===== config.mk =====
export PLATFORM = sky130hd
export DESIGN_NAME = multicycle_addsub
export DESIGN_NICKNAME = d
export VERILOG_FILES = /design/src/rtl/addsub_pkg.sv /design/src/rtl/chunk_adder.sv /design/src/rtl/multicycle_addsub.sv
export SDC_FILE = /design/constraint.sdc
export NUM_CORES = 1
export LEC_CHECK = 0
export BUFFER_PORTS_ARGS = -buffer_cell sky130_fd_sc_hd__buf_2
export CAP_MARGIN = 10
export CORE_ASPECT_RATIO = 1.5
export CORE_MARGIN = 4
export CORE_UTILIZATION = 40
export DETAILED_ROUTE_END_ITERATION = 8
export PLACE_DENSITY_LB_ADDON = 0.15
export SETUP_SLACK_MARGIN = 0.1
export SLEW_MARGIN = 15
export SYNTH_ARGS = -nofsm -noshare
export SYNTH_HDL_FRONTEND = slang
export SYNTH_SLANG_ARGS = --single-unit

===== constraint.sdc =====
create_clock -name clk -period 4 [get_ports clk]
set_input_delay 0.8 -clock clk [delete_from_list [all_inputs] [get_ports clk]]
set_output_delay 0.8 -clock clk [all_outputs]
set_load 0.01 [all_outputs]

===== src/rtl/addsub_pkg.sv =====
// Shared definitions for the chunk-serial add/subtract unit.
// FSM state encoding and a ceil-log2 helper for index sizing.
package addsub_pkg;

    typedef enum logic [1:0] {
        S_IDLE = 2'd0,
        S_RUN  = 2'd1,
        S_DONE = 2'd2
    } state_t;

    function automatic int clog2(input int v);
        int r;
        int x;
        r = 0;
        x = v - 1;
        while (x > 0) begin
            r = r + 1;
            x = x >> 1;
        end
        return r;
    endfunction

endpackage


===== src/rtl/chunk_adder.sv =====
// Combinational ripple of full-adder cells, CHUNK bits wide.
// Also exposes the carry into the top bit for overflow detection.
module chunk_adder #(
    parameter int CHUNK = 2
) (
    input  logic [CHUNK-1:0] a_i,
    input  logic [CHUNK-1:0] b_i,
    input  logic             cin_i,
    output logic [CHUNK-1:0] sum_o,
    output logic             cout_o,
    output logic             cin_msb_o
);

    logic [CHUNK:0] c;

    assign c[0] = cin_i;

    for (genvar i = 0; i < CHUNK; i++) begin : g_fa
        assign sum_o[i] = a_i[i] ^ b_i[i] ^ c[i];
        assign c[i+1]   = (a_i[i] & b_i[i]) | (c[i] & (a_i[i] ^ b_i[i]));
    end

    assign cout_o    = c[CHUNK];
    assign cin_msb_o = c[CHUNK-1];

endmodule


===== src/rtl/multicycle_addsub.sv =====
// Chunk-serial add/subtract with C/V/Z/N flags and valid/ready handshakes.
// Adds CHUNK bits per cycle, LSB chunk first, over WIDTH/CHUNK cycles.
module multicycle_addsub
    import addsub_pkg::*;
#(
    parameter int WIDTH = 8,
    parameter int CHUNK = 2
) (
    input  logic             clk,
    input  logic             rst_n,
    input  logic             in_valid,
    output logic             in_ready,
    input  logic [WIDTH-1:0] a,
    input  logic [WIDTH-1:0] b,
    input  logic             cin,
    input  logic             sub,
    output logic             out_valid,
    input  logic             out_ready,
    output logic [WIDTH-1:0] sum,
    output logic             cout,
    output logic             ovf,
    output logic             zero,
    output logic             neg
);

    localparam int NCHUNK = WIDTH / CHUNK;
    localparam int IDXW   = (NCHUNK > 1) ? clog2(NCHUNK) : 1;
    localparam logic [IDXW-1:0] LAST_IDX = IDXW'(NCHUNK - 1);

    if (WIDTH < 2 || CHUNK < 1 || CHUNK > WIDTH || (WIDTH % CHUNK) != 0)
    begin : g_param_err
        $error("multicycle_addsub: illegal WIDTH/CHUNK combination");
    end

    state_t            state_q;
    state_t            state_d;
    logic [WIDTH-1:0]  a_q;
    logic [WIDTH-1:0]  b_q;
    logic [WIDTH-1:0]  sum_q;
    logic [WIDTH-1:0]  sum_full;
    logic [IDXW-1:0]   idx_q;
    logic              carry_q;
    logic              cout_q;
    logic              ovf_q;
    logic              zero_q;
    logic              neg_q;
    logic              accept;
    logic              last;
    logic [31:0]       base;
    logic [CHUNK-1:0]  ch_a;
    logic [CHUNK-1:0]  ch_b;
    logic [CHUNK-1:0]  ch_sum;
    logic              ch_cout;
    logic              ch_cin_msb;

    assign accept = in_valid && (state_q == S_IDLE);
    assign last   = (idx_q == LAST_IDX);
    assign base   = 32'(idx_q) * 32'(CHUNK);
    assign ch_a   = a_q[base +: CHUNK];
    assign ch_b   = b_q[base +: CHUNK];

    chunk_adder #(
        .CHUNK (CHUNK)
    ) u_chunk (
        .a_i       (ch_a),
        .b_i       (ch_b),
        .cin_i     (carry_q),
        .sum_o     (ch_sum),
        .cout_o    (ch_cout),
        .cin_msb_o (ch_cin_msb)
    );

    // Result as it will look once the current chunk is written back.
    always_comb begin
        sum_full = sum_q;
        sum_full[base +: CHUNK] = ch_sum;
    end

    // State register.
    always_ff @(posedge clk) begin
        if (!rst_n) begin
            state_q <= S_IDLE;
        end else begin
            state_q <= state_d;
        end
    end

    // Next-state logic: IDLE -> RUN -> DONE -> IDLE.
    always_comb begin
        state_d = state_q;
        unique case (state_q)
            S_IDLE: begin
                if (in_valid) begin
                    state_d = S_RUN;
                end
            end
            S_RUN: begin
                if (last) begin
                    state_d = S_DONE;
                end
            end
            S_DONE: begin
                if (out_ready) begin
                    state_d = S_IDLE;
                end
            end
            default: state_d = S_IDLE;
        endcase
    end

    // Handshake outputs decoded from the registered state.
    always_comb begin
        in_ready  = 1'b0;
        out_valid = 1'b0;
        unique case (state_q)
            S_IDLE:  in_ready  = 1'b1;
            S_DONE:  out_valid = 1'b1;
            default: ;
        endcase
    end

    // Operand latch, per-chunk accumulate and flag capture on the last chunk.
    always_ff @(posedge clk) begin
        if (!rst_n) begin
            a_q     <= '0;
            b_q     <= '0;
            sum_q   <= '0;
            idx_q   <= '0;
            carry_q <= 1'b0;
            cout_q  <= 1'b0;
            ovf_q   <= 1'b0;
            zero_q  <= 1'b0;
            neg_q   <= 1'b0;
        end else begin
            if (accept) begin
                a_q     <= a;
                b_q     <= sub ? ~b : b;
                carry_q <= cin;
                idx_q   <= '0;
            end
            if (state_q == S_RUN) begin
                sum_q   <= sum_full;
                carry_q <= ch_cout;
                if (last) begin
                    cout_q <= ch_cout;
                    ovf_q  <= ch_cin_msb ^ ch_cout;
                    zero_q <= (sum_full == '0);
                    neg_q  <= sum_full[WIDTH-1];
                end else begin
                    idx_q <= idx_q + IDXW'(1);
                end
            end
        end
    end

    assign sum  = sum_q;
    assign cout = cout_q;
    assign ovf  = ovf_q;
    assign zero = zero_q;
    assign neg  = neg_q;

endmodule


# Yosys cells after proc, flatten, opt, wreduce, memory -nomap -nowiden
# Cells that the tools add are included.
[word_totals]
regBits = 33
inputBits = 22
out_inout_bits = 14
word_cells = 53
[classes]
addsub = 2
eq_ne = 6
shifts = 4
muxes = 13
bitwise = 12
n_reduce_logical = 6
[ops]
columns = ["cell", "n"]
rows = [
  ["negator 3 -> 34 bit", 1],
  ["variable shift 2 x 34 -> 8 bit (first input constant)", 1],
  ["variable part select 2 x 34 -> 8 bit", 1],
  ["variable part select 8 x 4 -> 2 bit", 2],
  ["two-way mux 2 bit", 6],
  ["bitwise mux 8 bit", 1],
  ["zero test 8 bit", 1],
  ["two-way mux 8 bit", 1],
  ["inverter 8 bit", 1],
  ["!= test 2 bit (second input constant)", 3],
  ["case mux 2 bit (3 select lines)", 1],
  ["XOR 1 bit", 5],
  ["bitwise AND 1 bit", 4],
  ["== test 2 bit (second input constant)", 2],
  ["two-way mux 1 bit", 4],
  ["AND reduction 3 bit", 1],
  ["adder 2 x 1 -> 2 bit (second input constant)", 1],
  ["== test 2 x 1 -> 1 bit (second input constant)", 1],
  ["zero test 2 bit", 1],
  ["bitwise OR 1 bit", 2],
  ["AND reduction 2 bit", 1],
  ["nonzero test 2 bit", 1],
  ["logical AND 1 bit", 1],
]

# Longest topological paths before layout
[logic_depth]
word_depth = 8
depth_mapped = 9
depth_no_buf = 8

# By module
# From an unflattened synthesis, not the netlist that was laid out.
[unflattened]
cells_unflattened = 185
area_unflattened_um2 = 1800.5
[modules_own_cells]
columns = ["module", "n_inst", "cells_each", "area_each_um2"]
rows = [
  ["multicycle_addsub", 1, 183, 1760.4],
  ["chunk_adder", 1, 2, 40.0],
]

# Worst setup path after synthesis
# No wires, ideal clock.
[synth_path]
kind = "flip-flop to flip-flop"
start = "reg idx_q[0]"
end = "reg zero_q (netlist: zero)"
setup_ns = 0.116
arrival_ns = 2.626
required_ns = 3.884
setup_slack_ns = 1.258
stages_incl_launch_ff = 9
path_buffers = 1
path_cell_list = "dfxtp_1 > buf_6 > mux4_2 > fa_1 > inv_1 > fa_1 > nor4b_1 > mux2i_1 > a41o_1"
[synth_between]
elab_chain_len = 8
elab_cells_between_ends = 16
[synth_lines]
columns = ["item", "line", "text"]
rows = [
  ["from (decl)", "multicycle_addsub.sv:41", "logic [IDXW-1:0] idx_q;"],
  ["from (signal assigned)", "multicycle_addsub.sv:150", "idx_q <= idx_q + IDXW'(1);"],
  ["variable part select 8 x 4 -> 2 bit (on tied branches)", "multicycle_addsub.sv:59, multicycle_addsub.sv:60", ""],
  ["XOR 1 bit", "chunk_adder.sv:19, chunk_adder.sv:20", ""],
  ["bitwise AND 1 bit", "chunk_adder.sv:20", "assign c[i+1] = (a_i[i] & b_i[i]) | (c[i] & (a_i[i] ^ b_i[i]));"],
  ["bitwise OR 1 bit", "chunk_adder.sv:20", ""],
  ["XOR 1 bit", "chunk_adder.sv:19", "assign sum_o[i] = a_i[i] ^ b_i[i] ^ c[i];"],
  ["variable part select 2 x 34 -> 8 bit", "multicycle_addsub.sv:76", "sum_full[base +: CHUNK] = ch_sum;"],
  ["bitwise mux 8 bit", "multicycle_addsub.sv:76", ""],
  ["zero test 8 bit", "multicycle_addsub.sv:147", "zero_q <= (sum_full == '0);"],
  ["to (signal assigned)", "multicycle_addsub.sv:147", ""],
  ["to (decl)", "multicycle_addsub.sv:45", "logic zero_q;"],
]
# Parallel ways exist; a longest one is shown, timed or not.
# A chain may end at the register's enable or synchronous reset.

# Final worst setup path
# Ends and elaborated chain as after synthesis.

==> out/metrics.yaml <==
syn_nets: 216
holdBufCountCts: 0
crit_top_cell: "fa_1"
endpoint_kind: "flop"
crit_path_start: "idx_q[0]$_SDFF_PN0_"
cp_top_family: "adder cells"
drive_gt1_share_pct: 24.55
crit_buf_inv: 1
grt_first_pass_wirelength_um: 6541
numCtsBuffers: 5
yosysMostFrequentCell: "nand2_1"
ys_ff_latch: 33
insertion_delay_ns: 0.28
netlist_area_mm2: 0.001775
grt_pass1_vias: 1426
post-route-min-period_ns: 3.094
cp.depth: 7
fin_ws_ns: 0.9065
cts_tree: "built"
die_w_um: 62.40
finalSetupTns_ns: 0
hold_depth: 2
syn_avg_cell_area_um2: 9.545
synth.largest_area_cell: "dfxtp_1"
dr.first_iter.drc_count: 38
use_met1_pct: 15.42
timing.rr.start: "idx_q[0]$_SDFF_PN0_"
firstDrtPassIters: 4
dpl_worst_slack_ns: 0.8682
status: "finished clean"
cp_max_fo: 13
antenna_found_initial: 0
setup_viol: 0
grt_usage_pct: 14.96
fillers: 419
path_class: "flop to flop"
grt-busiest-layer: "met2"
skew_ns: 0.001748
slowest_delay_ns: 0.67
hpwl_um: 2898
clkSinkCount: 33
layout.cells.non_filler: 266
grt_setup_unrepaired: "false"
viasPerCell: 5.361
period_share_pct: 77.34
rows: 29
htree_levels: 2
p_leak_uw: 0.0009314
grt-ovfl-total: 0
synth-main-ff-cell: "dfxtp_1"
grtUsageMet3_pct: 3.487
synth-edff-count: 0
remaining_drc_errors: 0
wire_per_inst_um: 14.38
portBuffers: 35
slowest_stage: "dfxtp_1"
yosys.area.top_type_share_pct: 37.21
maxCapViolCount: 0
grt_use_met2_pct: 27.64
fp.dieH_um: 89.60
antenna_left: 0
finalHoldViolCount: 0
syn_inst: 186
max_freq_ghz: 0.3233
postCtsSetupRepairBufs: 0
slew-limit-headroom_pct: 35.41
cp.arrival_ns: 3.27
clk_pin_slew_ns: 0.07
grt_max_degree: 35
required_ns: 4.18
root_buffer: "clkbuf_8"
num_vias: 1426
initial_core_util_pct: 41.82
yosysWarnings: 0
drv_slew: 0
ios: 36
area_growth_pct: 14.59
synthArstFlopShare_pct: 0
diodes: 0
cts_buffer_depth: 2
yosysSeqAreaShare_pct: 37.21
power.density_mw_per_mm2: 359.2
wl_um: 3826
yosys-top-cells-count: "nand2_1, dfxtp_1, a21boi_0, o211a_1, nor2b_1"
post_cts_resized: 0
ff2ff_path_depth: 7
finalWeightedCongestion: 0.8426
path_cells: "mux4_2, fa_1, inv_1, fa_1, nor4b_1, mux2i_1, a41o_1"
ir_drop_mv: 0.1961
fin_nets: 249
placedCellCount: 258
core_mm2: 0.004245
synth.distinct_cells: 45
worst_hold_startpoint: "ovf$_SDFFE_PN0P_"
tightest_slew_ns: 0.9679
worst_setup_path_start_kind: "flop"
fp.dieArea_mm2: 0.005590
worstHoldPathType: "flop to flop"
synthTopCellsByArea: "dfxtp_1, nand2_1, o211a_1"
==> cell families after synthesis <==
family / after synthesis / share of synthesized area (%)
AOI/OAI and AO/OA: 36 / 16.70
buffers and inverters: 15 / 4.439
xor gates and xnor gates: 9 / 4.440
adders and majority gates: 8 / 6.483
muxes: 7 / 6.766
and+or+nand+nor: 78 / 23.96
DFF: 33 / 37.21
==> layout make-up <==
| cell class | instances | area (µm²) | area share, % |
|---|---|---|---|
| flip-flops and latches | 33 | 660.6 | 32.47 |
| clock buffers | 6 | 72.57 | 3.567 |
| multi-input cells | 138 | 1036 | 50.92 |
| well taps | 46 | 57.56 | 2.829 |
| repair buffers | 35 | 175.2 | 8.610 |
| inverters | 6 | 22.52 | 1.107 |
| clock inverters | 2 | 10.01 | 0.4920 |
==> per-stage QoR <==
step	utilization, %	hold slack, ns	power (µW)	instance area [µm²]
floorplan	-	0.4402	465.5	1775
global route	47.92	0.4899	776.5	2034
finish	47.92	0.4537	730.8	2034
CTS	47.92	0.4569	742.4	2034
detailed placement	45.98	0.4472	498.7	1952
global placement	45.98	0.4416	495.7	1952
==> worst paths after layout <==
kind	end	slack, ns
hold / removal	ovf$_SDFFE_PN0P_	0.45
setup reg to reg	zero$_SDFFE_PN0P_	0.91
setup / recovery	zero$_SDFFE_PN0P_	0.91
hold reg to reg	ovf$_SDFFE_PN0P_	0.45
==> flip-flops by register name, indices dropped and copies added, names as in the netlist <==
| signal | count |
|---|---|
| idx_q | 2 |
| neg | 1 |
| cout | 1 |
| sum | 8 |
| state_q | 2 |
| zero | 1 |
| ovf | 1 |
| a_q | 8 |
| b_q | 8 |
| carry_q | 1 |
==> worst reg2reg max path: cells and delay by family, from the launching register on <==
| family | cells | cell delay [ns] |
|---|---|---|
| AOI/OAI and AO/OA | 1 | 0.26 |
| adders and majority gates | 2 | 0.94 |
| muxes | 2 | 0.74 |
| DFF | 1 | 0.67 |
| buffers and inverters | 1 | 0.09 |
| and+or+nand+nor | 1 | 0.30 |
==> layer usage <==
| metal | up-vias | routed length, µm |
|---|---|---|
| met5 | - | 0 |
| met2 | 33 | 2025 |
| li1 | 714 | - |
| met4 | 0 | 121 |
| met1 | 667 | 1488 |
| met3 | 12 | 191 |
==> layout by cell type (no fill, tap or decap), drive strengths merged, types with 2 or more instances in the layout <==
cell type / count
nand2: 41
buf: 35
dfxtp: 33
a21boi: 13
o211a: 11
nor2b: 11
xnor2: 9
nor2: 6
inv: 6
ha: 6
clkbuf: 6
mux4: 4
mux2i: 3
nor4: 3
nand2b: 2
nand3b: 2
o21ai: 2
nor3: 2
a21oi: 2
a22oi: 2
fa: 2
clkinv: 2
and3: 2
nor3b: 2
==> report_power, final <==
group / leakage [µW] / switching, µW / internal, µW
combinational: 0.000616 / 66.4 / 60.3
clock: 0.0000450 / 122 / 120
sequential: 0.000270 / 16.0 / 346
total: 0.000931 / 204 / 527
Note: power is estimated with default switching activity, not from simulation.
